<file path="config.mk">
export PLATFORM = sky130hd
export DESIGN_NAME = imem_boot_loader
export DESIGN_NICKNAME = d
export VERILOG_FILES = /design/src/rtl/imem_boot_loader.sv
export SDC_FILE = /design/constraint.sdc
export NUM_CORES = 1
export LEC_CHECK = 0
export ABC_CLOCK_PERIOD_IN_PS = 3500
export BUFFER_PORTS_ARGS = -buffer_cell sky130_fd_sc_hd__buf_2
export CORE_MARGIN = 8
export CORE_UTILIZATION = 60
export DETAILED_ROUTE_END_ITERATION = 7
export PLACE_DENSITY = 0.85
export SYNTH_ARGS = -nofsm -noshare
export SYNTH_HDL_FRONTEND = slang
export SYNTH_SLANG_ARGS = --single-unit
</file>
<file path="constraint.sdc">
create_clock -name clock -period 3.5 [get_ports clock]
set_input_delay 0.35 -clock clock [delete_from_list [all_inputs] [get_ports clock]]
set_output_delay 0.35 -clock clock [all_outputs]
set_load 0.02 [all_outputs]
</file>
<file path="src/rtl/imem_boot_loader.sv">
// imem_boot_loader
//   Instruction-memory writer fed by a framed byte stream (UART / debug port).
//   Frame: LEN_HI, LEN_LO (word count N), 4*N data bytes MSB first, CSUM
//   (XOR of every preceding byte). Words are written to BASE_ADDR + 4*k and the
//   CPU is held in reset until a complete frame with a good checksum has landed.
//
// Ports
//   clock, reset            single clock, synchronous active-high reset
//   byte_valid/byte_data    input byte stream; a byte is taken when byte_ready is 1
//   byte_ready              1 while still receiving a frame (not in DONE/ERR)
//   mem_we/addr/wdata       one-cycle write strobe per assembled word
//   cpu_reset               1 until the frame is loaded and verified
//   done / error            sticky status, cleared only by reset
//   words_loaded            count of words written so far
module imem_boot_loader #(
   parameter logic [31:0] BASE_ADDR = 32'h0000_0000,
   parameter int          MAX_WORDS = 256
) (
   input  logic        clock,
   input  logic        reset,
   input  logic        byte_valid,
   input  logic [7:0]  byte_data,
   output logic        byte_ready,
   output logic        mem_we,
   output logic [31:0] mem_addr,
   output logic [31:0] mem_wdata,
   output logic        cpu_reset,
   output logic        done,
   output logic        error,
   output logic [15:0] words_loaded
);

   // One extra bit so a MAX_WORDS of 65535 or more never truncates.
   localparam logic [16:0] MAX_W = 17'(MAX_WORDS);

   typedef enum logic [2:0] {
      S_LEN_HI, S_LEN_LO, S_DATA, S_CSUM, S_DONE, S_ERR
   } state_t;

   state_t      state, state_nxt;
   logic [15:0] len;
   logic [7:0]  csum;
   logic [1:0]  byte_cnt;
   logic [23:0] word_buf;   // first three bytes of the word being assembled

   logic        accept;
   logic [15:0] len_full;
   logic [7:0]  csum_nxt;
   logic        last_byte;
   logic        last_word;

   always_comb begin
      state_nxt  = state;
      byte_ready = (state != S_DONE) && (state != S_ERR);
      accept     = byte_valid && byte_ready;
      len_full   = {len[15:8], byte_data};
      csum_nxt   = csum ^ byte_data;
      last_byte  = (byte_cnt == 2'd3);
      // words_loaded is the index of the word currently being assembled.
      last_word  = ((words_loaded + 16'd1) == len);

      case (state)
         S_LEN_HI: if (accept) state_nxt = S_LEN_LO;
         S_LEN_LO: begin
            if (accept) begin
               if (len_full == 16'd0)              state_nxt = S_CSUM;
               else if ({1'b0, len_full} > MAX_W)  state_nxt = S_ERR;
               else                                state_nxt = S_DATA;
            end
         end
         S_DATA:   if (accept && last_byte && last_word) state_nxt = S_CSUM;
         S_CSUM: begin
            if (accept) state_nxt = (byte_data == csum) ? S_DONE : S_ERR;
         end
         default: state_nxt = state;   // DONE and ERR leave only through reset
      endcase
   end

   assign cpu_reset = (state != S_DONE);
   assign done      = (state == S_DONE);
   assign error     = (state == S_ERR);

   always_ff @(posedge clock) begin
      if (reset) begin
         state        <= S_LEN_HI;
         len          <= '0;
         csum         <= '0;
         byte_cnt     <= '0;
         word_buf     <= '0;
         mem_we       <= 1'b0;
         mem_addr     <= BASE_ADDR;
         mem_wdata    <= '0;
         words_loaded <= '0;
      end else begin
         state  <= state_nxt;
         mem_we <= 1'b0;
         if (accept) begin
            case (state)
               S_LEN_HI: begin
                  len[15:8] <= byte_data;
                  csum      <= byte_data;
               end
               S_LEN_LO: begin
                  len[7:0] <= byte_data;
                  csum     <= csum_nxt;
               end
               S_DATA: begin
                  csum     <= csum_nxt;
                  byte_cnt <= byte_cnt + 2'd1;
                  if (last_byte) begin
                     // Write is issued the cycle after the 4th byte; the
                     // stream keeps flowing, so no stall is needed.
                     mem_we       <= 1'b1;
                     mem_addr     <= BASE_ADDR + {14'd0, words_loaded, 2'b00};
                     mem_wdata    <= {word_buf, byte_data};
                     words_loaded <= words_loaded + 16'd1;
                  end else begin
                     word_buf <= {word_buf[15:0], byte_data};
                  end
               end
               default: ;
            endcase
         end
      end
   end

endmodule

</file>
==> results.yml, run 1 <==
pwr:
  power.density_nw_per_um2: 565
  power_frac_clock: 0.503
  switchingPower_w: 0.000875
  p_leak_nw: 2.33
  ir_drop_uv: 328
  seq_power_share: 0.415
  p_int_w: 0.00257
  pwr-share-comb: 0.082
  swShare: 0.254
route:
  drt_iter0_drc: 391
  antenna_left: 0
  num_vias: 4728
  vias_per_cell: 5.58
  firstDrtPassIters: 5
  wl_per_cell_um: 15.3
  finalWirelength_um: 13000
  drc: 0
global_routing:
  grt_use_met3: 0.0757
  use_met1: 0.269
  grtUsageTotal: 0.225
  antenna_found_initial: 0
  grt_start_max_net_pins: 120
  grt_pass1_wl_um: 21300
  grt_busiest_layer: "met2"
  gr-total-overflow: 0
  use_met2: 0.360
  grt_pass1_vias: 4433
layout:
  area_delta_synth_final_pct: 17.2
  antenna_cells: 0
  postLayoutCoreUtil: 0.713
  num-nets-final: 740
  drive_gt1_frac: 0.161
setup_path:
  worst_setup_path_start_kind: "flip-flop"
  crit_required_ns: 3.89
  cp-end-kind: "flip-flop"
  cp_max_fo: 12
  worstSetupPathType: "reg -> reg"
  crit_arrival_ns: 3.11
logic_synthesis:
  synthAdderAreaFrac: 0.00481
  synth_ff_type: "dfxtp_1"
  synth_area_leaders: "dfxtp_1 45%, nand2_1 15%, a21oi_1 9.1%"
  ys_ff_latch: 118
  async_flop_share: 0
  yosysMostFrequentCell: "nand2_1"
  synth_top_area_cell: "dfxtp_1"
  synth-edff-count: 0
  synth_top_family_by_area: "simple AND/OR/NAND/NOR gates"
  avgSynthCellArea_um2: 7.67
  synthXorXnorAreaFrac: 0.0792
  synth_cells: 678
  synth.cell_area_um2: 5200
  yosysSeqAreaShare: 0.454
  yosysUniqueCellTypes: 49
  synth_top_area_frac: 0.454
  yosys.area_share.simple: 0.258
  synth_compound_area_frac: 0.137
  muxShareOfSynthArea: 0.00192
  synth_common_cells: "212 x nand2_1, 118 x dfxtp_1, 95 x a21oi_1"
  ys_warn_count: 0
floorplan:
  ios: 96
  core-area_um2: 8550
  die_x_um: 109
  rows: 34
  die-area_um2: 11900
  die_height_um: 109
  start_util: 0.608
sta:
  rsz0062_at_grt: "false"
  setup_viol_count_final: 0
  setup_tns_ns: 0
  hold_viol: 0
  layout_min_cycle_time_ns: 2.72
  tightest_slew_ns: 1.14
  slew_viol_final: 0
  relSlewSlack: 0.239
  finalCritPeriodShare: 0.776
  skew_ns: 0.00821
  fmax_mhz: 368
clock_tree:
  cts_buffer_depth: 2
  post_cts_buffers: 0
  cts_root_buffer: "clkbuf_8"
  cts_tree: "yes"
  cts_made_buffers: 17
  clk_latency_ns: 0.52
  ctsHoldBuffers: 0
  cts_max_level: 4
  cts_resized: 0
  clkTransAtPathRegs_ns: 0.06
  cts_sinks: 118
job:
  cap_viol_max_count: 0
placed_design:
  place_hpwl_um: 8640
  place_congestion: 0.917
  io_buffers: 79
status:
  status: "finished, final reports clean"
min_path:
  worstHoldPathType: "in -> reg"
[sequential cells by signal, indices dropped and copies added (netlist names)]
| name | count |
|---|---|
| mem_wdata | 32 |
| word_buf | 24 |
| len | 16 |
| mem_addr | 16 |
| words_loaded | 16 |
| csum | 8 |
| state | 3 |
| byte_cnt | 2 |
| mem_we | 1 |
[power groups by stage]
stage	clock network, W	registers [W]	logic (W)
detailed placement	0	0.00146	0.000271
global route	0.00182	0.00143	0.000312
global placement	0	0.00145	0.000265
finish	0.00173	0.00143	0.000281
floorplan	0	0.00143	0.000247
CTS	0.00175	0.00143	0.000278
[critical path: stages, from the launching register on]
cell	delay, ns
dfxtp_1	0.57
ha_1	0.35
inv_1	0.17
or3_4	0.42
a2111o_1	0.36
a2111oi_2	0.34
and4bb_1	0.29
o21ai_1	0.09
[placed cells by master, fill, tap and decap left out, types with 3 or more instances in the layout]
master,netlist,final
a21oi_1,95,95
a31oi_1,5,5
and3_1,3,3
buf_2,1,78
buf_4,16,4
bufinv_16,0,3
clkbuf_16,0,16
clkinv_4,0,3
clkinvlp_4,0,3
conb_1,1,16
dfxtp_1,118,118
inv_1,5,5
inv_6,0,3
nand2_1,212,211
nand2b_1,7,7
nand3_1,7,7
nand4_1,8,8
nor2_1,39,39
nor3_1,6,6
nor4_1,10,10
o211ai_1,3,3
o21ai_0,6,6
xnor2_1,33,33
xor2_1,14,14
[per-stage QoR]
stage	setup WS (ns)	total power, W	instances	area (µm²)	hold WS (ns)
after floorplan	1.17	0.00168	693	5260	0.432
after global placement	0.968	0.00172	816	5500	0.438
after detailed placement	0.839	0.00173	816	5500	0.443
after CTS	0.814	0.00346	848	6100	0.137
after global routing	0.560	0.00357	848	6100	0.150
final	0.785	0.00345	848	6100	0.159
[cell type report]
type	instances	area, µm²
Clock buffer	18	418
Clock inverter	14	175
Fill cell	683	2450
Inverter	5	18.8
Multi-Input combinational cell	503	2570
Sequential cell	118	2360
Tap cell	108	135
Timing Repair Buffer	82	420
[path summary, 6_finish.rpt]
| path | start | to | slack [ns] | cells past startpoint |
|---|---|---|---|---|
| max | words_loaded[0] | state[1] | 0.78 | 7 |
| min | byte_valid | state[2] | 0.16 | 3 |
| max reg2reg | words_loaded[0] | state[1] | 0.78 | 7 |
| min reg2reg | mem_addr[10] | mem_addr[10] | 0.45 | 2 |
[metal layers]
layer / vias to the layer above / wire length (µm)
met5: - / 0
met4: 0 / 321
met3: 36 / 1040
met2: 174 / 6300
met1: 2208 / 5340
li1: 2310 / -
[kinds of logic after synthesis]
| family | after synthesis |
|---|---|
| compound gates | 126 |
| xor+xnor | 47 |
| fa+ha+maj | 2 |
| buf+inv | 72 |
| flops | 118 |
| mux | 1 |
| other cells | 1 |
| simple gates | 311 |
Power figures use the tool's default switching activity.
==> inputs of run 2 (changes only) <==
==> config.mk (replaced) <==
export PLATFORM = sky130hd
export DESIGN_NAME = imem_boot_loader
export DESIGN_NICKNAME = d
export VERILOG_FILES = /design/src/rtl/imem_boot_loader.sv
export SDC_FILE = /design/constraint.sdc
export NUM_CORES = 1
export LEC_CHECK = 0
export ABC_CLOCK_PERIOD_IN_PS = 2800
export BUFFER_PORTS_ARGS = -buffer_cell sky130_fd_sc_hd__buf_2
export CORE_MARGIN = 8
export CORE_UTILIZATION = 55
export DETAILED_ROUTE_END_ITERATION = 7
export PLACE_DENSITY = 0.79
export SYNTH_ARGS = -nofsm -noshare
export SYNTH_HDL_FRONTEND = slang
export SYNTH_SLANG_ARGS = --single-unit
==> constraint.sdc (replaced) <==
create_clock -name clock -period 2.8 [get_ports clock]
set_input_delay 0.28 -clock clock [delete_from_list [all_inputs] [get_ports clock]]
set_output_delay 0.28 -clock clock [all_outputs]
set_load 0.02 [all_outputs]
==> run 2 against run 1 <==
Clock skew fell by 0.0015 ns; first-iteration DRC count is 6.4% lower; clock power rose by 23%; combinational power increased by 24%; critical path depth did not move; via count shrank 0.80%.
==> results.yml, run 2 (same netlist as run 1, synthesis figures left out) <==
status:
  status: "finished, final reports clean"
setup_path:
  crit_family: "compound AO/OA/AOI/OAI gates"
  cp-endpoint: "state[0]"
  crit_arrival_ns: 2.84
  r2r_slack_ns: 0.41
  cp-end-kind: "flip-flop"
  reg2reg_from: "words_loaded[0]"
  critical-path-max-stage-delay_ns: 0.43
  r2r-end: "state[0]"
  r2r_cells: 7
  worst_setup_path_start_kind: "flip-flop"
  cp_max_fo: 7
  cpMaxStageDelayCell: "or3_4"
  worst-path-buf-inv: 1
  crit_required_ns: 3.25
  path_cells: "ha_1 -> inv_1 -> or3_4 -> a2111o_1 -> a2111oi_2 -> and4bb_1 -> o31a_1"
  cp_num_cells: 7
  worstSetupPathType: "reg -> reg"
  crit_start: "words_loaded[0]"
route:
  wl_per_cell_um: 15.1
  firstDrtPassIters: 6
  finalWirelength_um: 12900
  vias_per_cell: 5.49
  antenna_left: 0
  drt_iter0_drc: 366
  num_vias: 4690
  drc: 0
global_routing:
  grt_pass1_wl_um: 22100
  grt_pass1_vias: 4525
  grtUsageTotal: 0.210
  gr-total-overflow: 0
  antenna_found_initial: 0
  grt_start_max_net_pins: 82
sta:
  relSlewSlack: 0.389
  slew_viol_final: 0
  fmax_mhz: 418
  setup_tns_ns: 0
  finalCritPeriodShare: 0.854
  hold_viol: 0
  layout_min_cycle_time_ns: 2.39
  rsz0062_at_grt: "false"
  tightest_slew_ns: 0.917
  setup_viol_count_final: 0
  whs_ns: 0.0922
  skew_ns: 0.00667
layout:
  postLayoutCellArea_um2: 6130
  layout.cells.non_filler: 855
  area_delta_synth_final_pct: 18.0
  largest_register_ffs: 32
  drive_gt1_frac: 0.167
  antenna_cells: 0
  num-nets-final: 744
  postLayoutCoreUtil: 0.667
  mostFrequentLayoutCells: "211 x nand2_1, 118 x dfxtp_1, 95 x a21oi_1, 78 x buf_2, 39 x nor2_1"
  final_common_cell: "nand2_1"
  top_register: "mem_wdata"
  top_regs: "mem_wdata (32), word_buf (24)"
pwr:
  seq_power_share: 0.420
  power_frac_clock: 0.499
  p_int_w: 0.00318
  p_leak_nw: 2.36
  switchingPower_w: 0.00108
  pwr-share-comb: 0.082
  swShare: 0.254
  ir_drop_uv: 460
  power.density_nw_per_um2: 694
floorplan:
  die-area_um2: 12800
  rows: 35
  core-area_um2: 9200
  die_height_um: 113
  die_x_um: 113
  ios: 96
  start_util: 0.565
clock_tree:
  clkTransAtPathRegs_ns: 0.06
  cts_resized: 0
  post_cts_buffers: 0
  clk_latency_ns: 0.51
  cts_sinks: 118
  cts_root_buffer: "clkbuf_8"
  cts_max_level: 4
  ctsHoldBuffers: 0
  cts_buffer_depth: 2
  cts_made_buffers: 17
  cts_tree: "yes"
min_path:
  worstHoldPathType: "in -> reg"
job:
  cap_viol_max_count: 0
placed_design:
  place_congestion: 0.896
  place_area_um2: 5550
  dp_cells: 823
  place_hpwl_um: 8690
  io_buffers: 79
## run 2: power groups by stage
stage               Sequential (W)  Clock [W]  Combinational, W
CTS                        0.00179    0.00215          0.000346
global placement           0.00182          0          0.000335
detailed placement         0.00182          0          0.000342
floorplan                  0.00179          0          0.000309
finish                     0.00179    0.00212          0.000348
global route               0.00180    0.00224          0.000390
## run 2: worst min path at each step
stage / startpoint / to / cells after the start
after floorplan: word_buf[16] / mem_wdata[24] / 2
after global placement: mem_addr[12] / mem_addr[12] / 2
after detailed placement: mem_addr[10] / mem_addr[10] / 2
after CTS: byte_valid / state[2] / 3
after global routing: byte_data[4] / mem_wdata[4] / 3
final: byte_valid / state[2] / 3
## run 2: layer usage
layer | track usage | vias up | wire (µm)
met5 | 0 | - | 0
met4 | 0.0764 | 0 | 181
met1 | 0.264 | 2181 | 5590
met2 | 0.340 | 170 | 6230
li1 | - | 2321 | -
met3 | 0.0511 | 18 | 928
## run 2: final cells by class
cell class	instances	area, µm²
Clock buffer	19	442
Clock inverter	13	144
Fill cell	776	3060
Inverter	5	18.8
Multi-Input combinational cell	503	2570
Sequential cell	118	2360
Tap cell	111	139
Timing Repair Buffer	86	463
## run 2: worst reg2reg max path, delay by kind of cell, from the launching register on
family	cells	cell delay (ns)
compound gates	3	0.85
simple gates	2	0.71
flops	1	0.33
fa+ha+maj	1	0.27
buf+inv	1	0.18
## run 2: metrics by stage
step	setup WS [ns]	total power, W
6_report	0.409	0.00426
5_1_grt	0.315	0.00443
4_1_cts	0.434	0.00428
3_5_place_dp	0.444	0.00216
3_3_place_gp	0.529	0.00215
2_1_floorplan	0.469	0.00210
==> inputs of run 3 (changes only) <==
--- a/config.mk
+++ b/config.mk
@@ -10,7 +10,7 @@
 export CORE_MARGIN = 8
 export CORE_UTILIZATION = 55
 export DETAILED_ROUTE_END_ITERATION = 7
-export PLACE_DENSITY = 0.79
+export PLACE_DENSITY = 0.88
 export SYNTH_ARGS = -nofsm -noshare
 export SYNTH_HDL_FRONTEND = slang
 export SYNTH_SLANG_ARGS = --single-unit
==> run 3 against run 2 <==
Worst hold slack lost 0.0023 ns; utilization shrank 0.095 points; combinational power is essentially flat; final cell count is the same; clock-buffer cell count is the same; register-to-register slack gained 0.03 ns; sequential share of layout area grew 0.055 points; die area is the same; sequential power is essentially flat.
==> results.yml, run 3 (same netlist as run 1, synthesis figures left out) <==
sta:
  layout_min_cycle_time_ns: 2.36
  tightest_slew_ns: 0.968
  relSlewSlack: 0.355
  rsz0062_at_grt: "false"
  finalCritPeriodShare: 0.844
  slew_viol_final: 0
  whs_ns: 0.0900
  skew_ns: 0.00921
  hold_viol: 0
  fmax_mhz: 423
  setup_viol_count_final: 0
  setup_tns_ns: 0
clock_tree:
  clkTransAtPathRegs_ns: 0.06
  clk_latency_ns: 0.52
  ctsHoldBuffers: 0
  cts_tree: "yes"
  cts_sinks: 118
  cts_buffer_depth: 2
  cts_resized: 0
  cts_max_level: 4
  cts_made_buffers: 17
  post_cts_buffers: 0
  cts_root_buffer: "clkbuf_8"
global_routing:
  grt_pass1_wl_um: 21200
  grt_pass1_vias: 4360
  grtUsageTotal: 0.204
  antenna_found_initial: 0
  gr-total-overflow: 0
  grt_start_max_net_pins: 79
layout:
  area_delta_synth_final_pct: 17.8
  antenna_cells: 0
  mostFrequentLayoutCells: "211 x nand2_1, 118 x dfxtp_1, 95 x a21oi_1, 78 x buf_2, 39 x nor2_1"
  largest_register_ffs: 32
  num-nets-final: 744
  top_register: "mem_wdata"
  postLayoutCoreUtil: 0.666
  final_common_cell: "nand2_1"
  layout.cells.non_filler: 855
  drive_gt1_frac: 0.167
  top_regs: "mem_wdata (32), word_buf (24)"
floorplan:
  rows: 35
  ios: 96
  start_util: 0.565
  die_x_um: 113
  die-area_um2: 12800
  core-area_um2: 9200
  die_height_um: 113
pwr:
  p_leak_nw: 2.35
  power_w: 0.00423
  ir_drop_uv: 393
  power.density_nw_per_um2: 690
route:
  wl_per_cell_um: 15.4
  finalWirelength_um: 13200
  drt_iter0_drc: 424
  firstDrtPassIters: 5
  num_vias: 4737
  vias_per_cell: 5.54
  antenna_left: 0
  drc: 0
setup_path:
  cpMaxStageDelayCell: "or3_4"
  reg2reg_from: "words_loaded[1]"
  critical-path-max-stage-delay_ns: 0.43
  crit_family: "compound AO/OA/AOI/OAI gates"
  crit_required_ns: 3.26
  crit_start: "words_loaded[1]"
  cp-end-kind: "flip-flop"
  worst-path-buf-inv: 1
  cp_max_fo: 7
  cp-endpoint: "state[0]"
  r2r-end: "state[0]"
  cp_num_cells: 7
  worstSetupPathType: "reg -> reg"
  worst_setup_path_start_kind: "flip-flop"
  crit_arrival_ns: 2.83
  path_cells: "ha_1 -> inv_1 -> or3_4 -> a2111o_1 -> a2111oi_2 -> and4bb_1 -> o31a_1"
  r2r_slack_ns: 0.44
  r2r_cells: 7
placed_design:
  dp_cells: 823
  place_congestion: 0.879
  io_buffers: 79
  place_hpwl_um: 8960
min_path:
  min_from: "byte_data[0]"
  worstHoldPathType: "in -> reg"
job:
  cap_viol_max_count: 0
status:
  status: "finished, final reports clean"
run 3: cell count changes in the layout (fill, tap and decap cells not counted), sizes merged:
| cell | previous run | this run |
|---|---|---|
| clkinv | 5 | 3 |
| clkinvlp | 1 | 2 |
| inv | 10 | 12 |
| bufinv | 2 | 1 |
run 3: layout make-up:
class                      count  area, µm²
clock buffer                  19        442
clock inverter                13        135
fill                         761       3070
inverter                       5       18.8
multi-input combinational    503       2570
sequential                   118       2360
tap                          111        139
timing repair buffer          86        463
run 3: worst reg2reg max path, cell delays in order (launching register included):
cell,delay [ns]
dfxtp_1,0.33
ha_1,0.29
inv_1,0.17
or3_4,0.43
a2111o_1,0.36
a2111oi_2,0.34
and4bb_1,0.26
o31a_1,0.14
run 3: layer usage:
layer,vias to the layer above,routed length [µm],GRT usage
li1,2325,-,-
met1,2218,5730,0.250
met2,170,6370,0.333
met3,24,900,0.0650
met4,0,197,0.0622
met5,-,0,0
run 3: metrics by stage:
step / worst slack (ns) / cell area [µm²]
5_1_grt: 0.273 / 6130
4_1_cts: 0.440 / 6130
6_report: 0.437 / 6130
3_5_place_dp: 0.459 / 5550
2_1_floorplan: 0.469 / 5260
3_3_place_gp: 0.541 / 5550
run 3: how the worst min path moves through the flow:
stage,endpoint,slack [ns],cells past startpoint
after floorplan,mem_wdata[24],0.43,2
after global placement,mem_addr[12],0.44,2
after detailed placement,mem_wdata[15],0.44,2
after CTS,state[2],0.07,3
after global routing,state[2],0.09,3
final,len[0],0.09,3
run 3: power by group:
group | total, W | switching [W] | internal [W]
registers | 0.00179 | 0.0000579 | 0.00173
clock network | 0.00209 | 0.000843 | 0.00125
logic | 0.000350 | 0.000225 | 0.000125
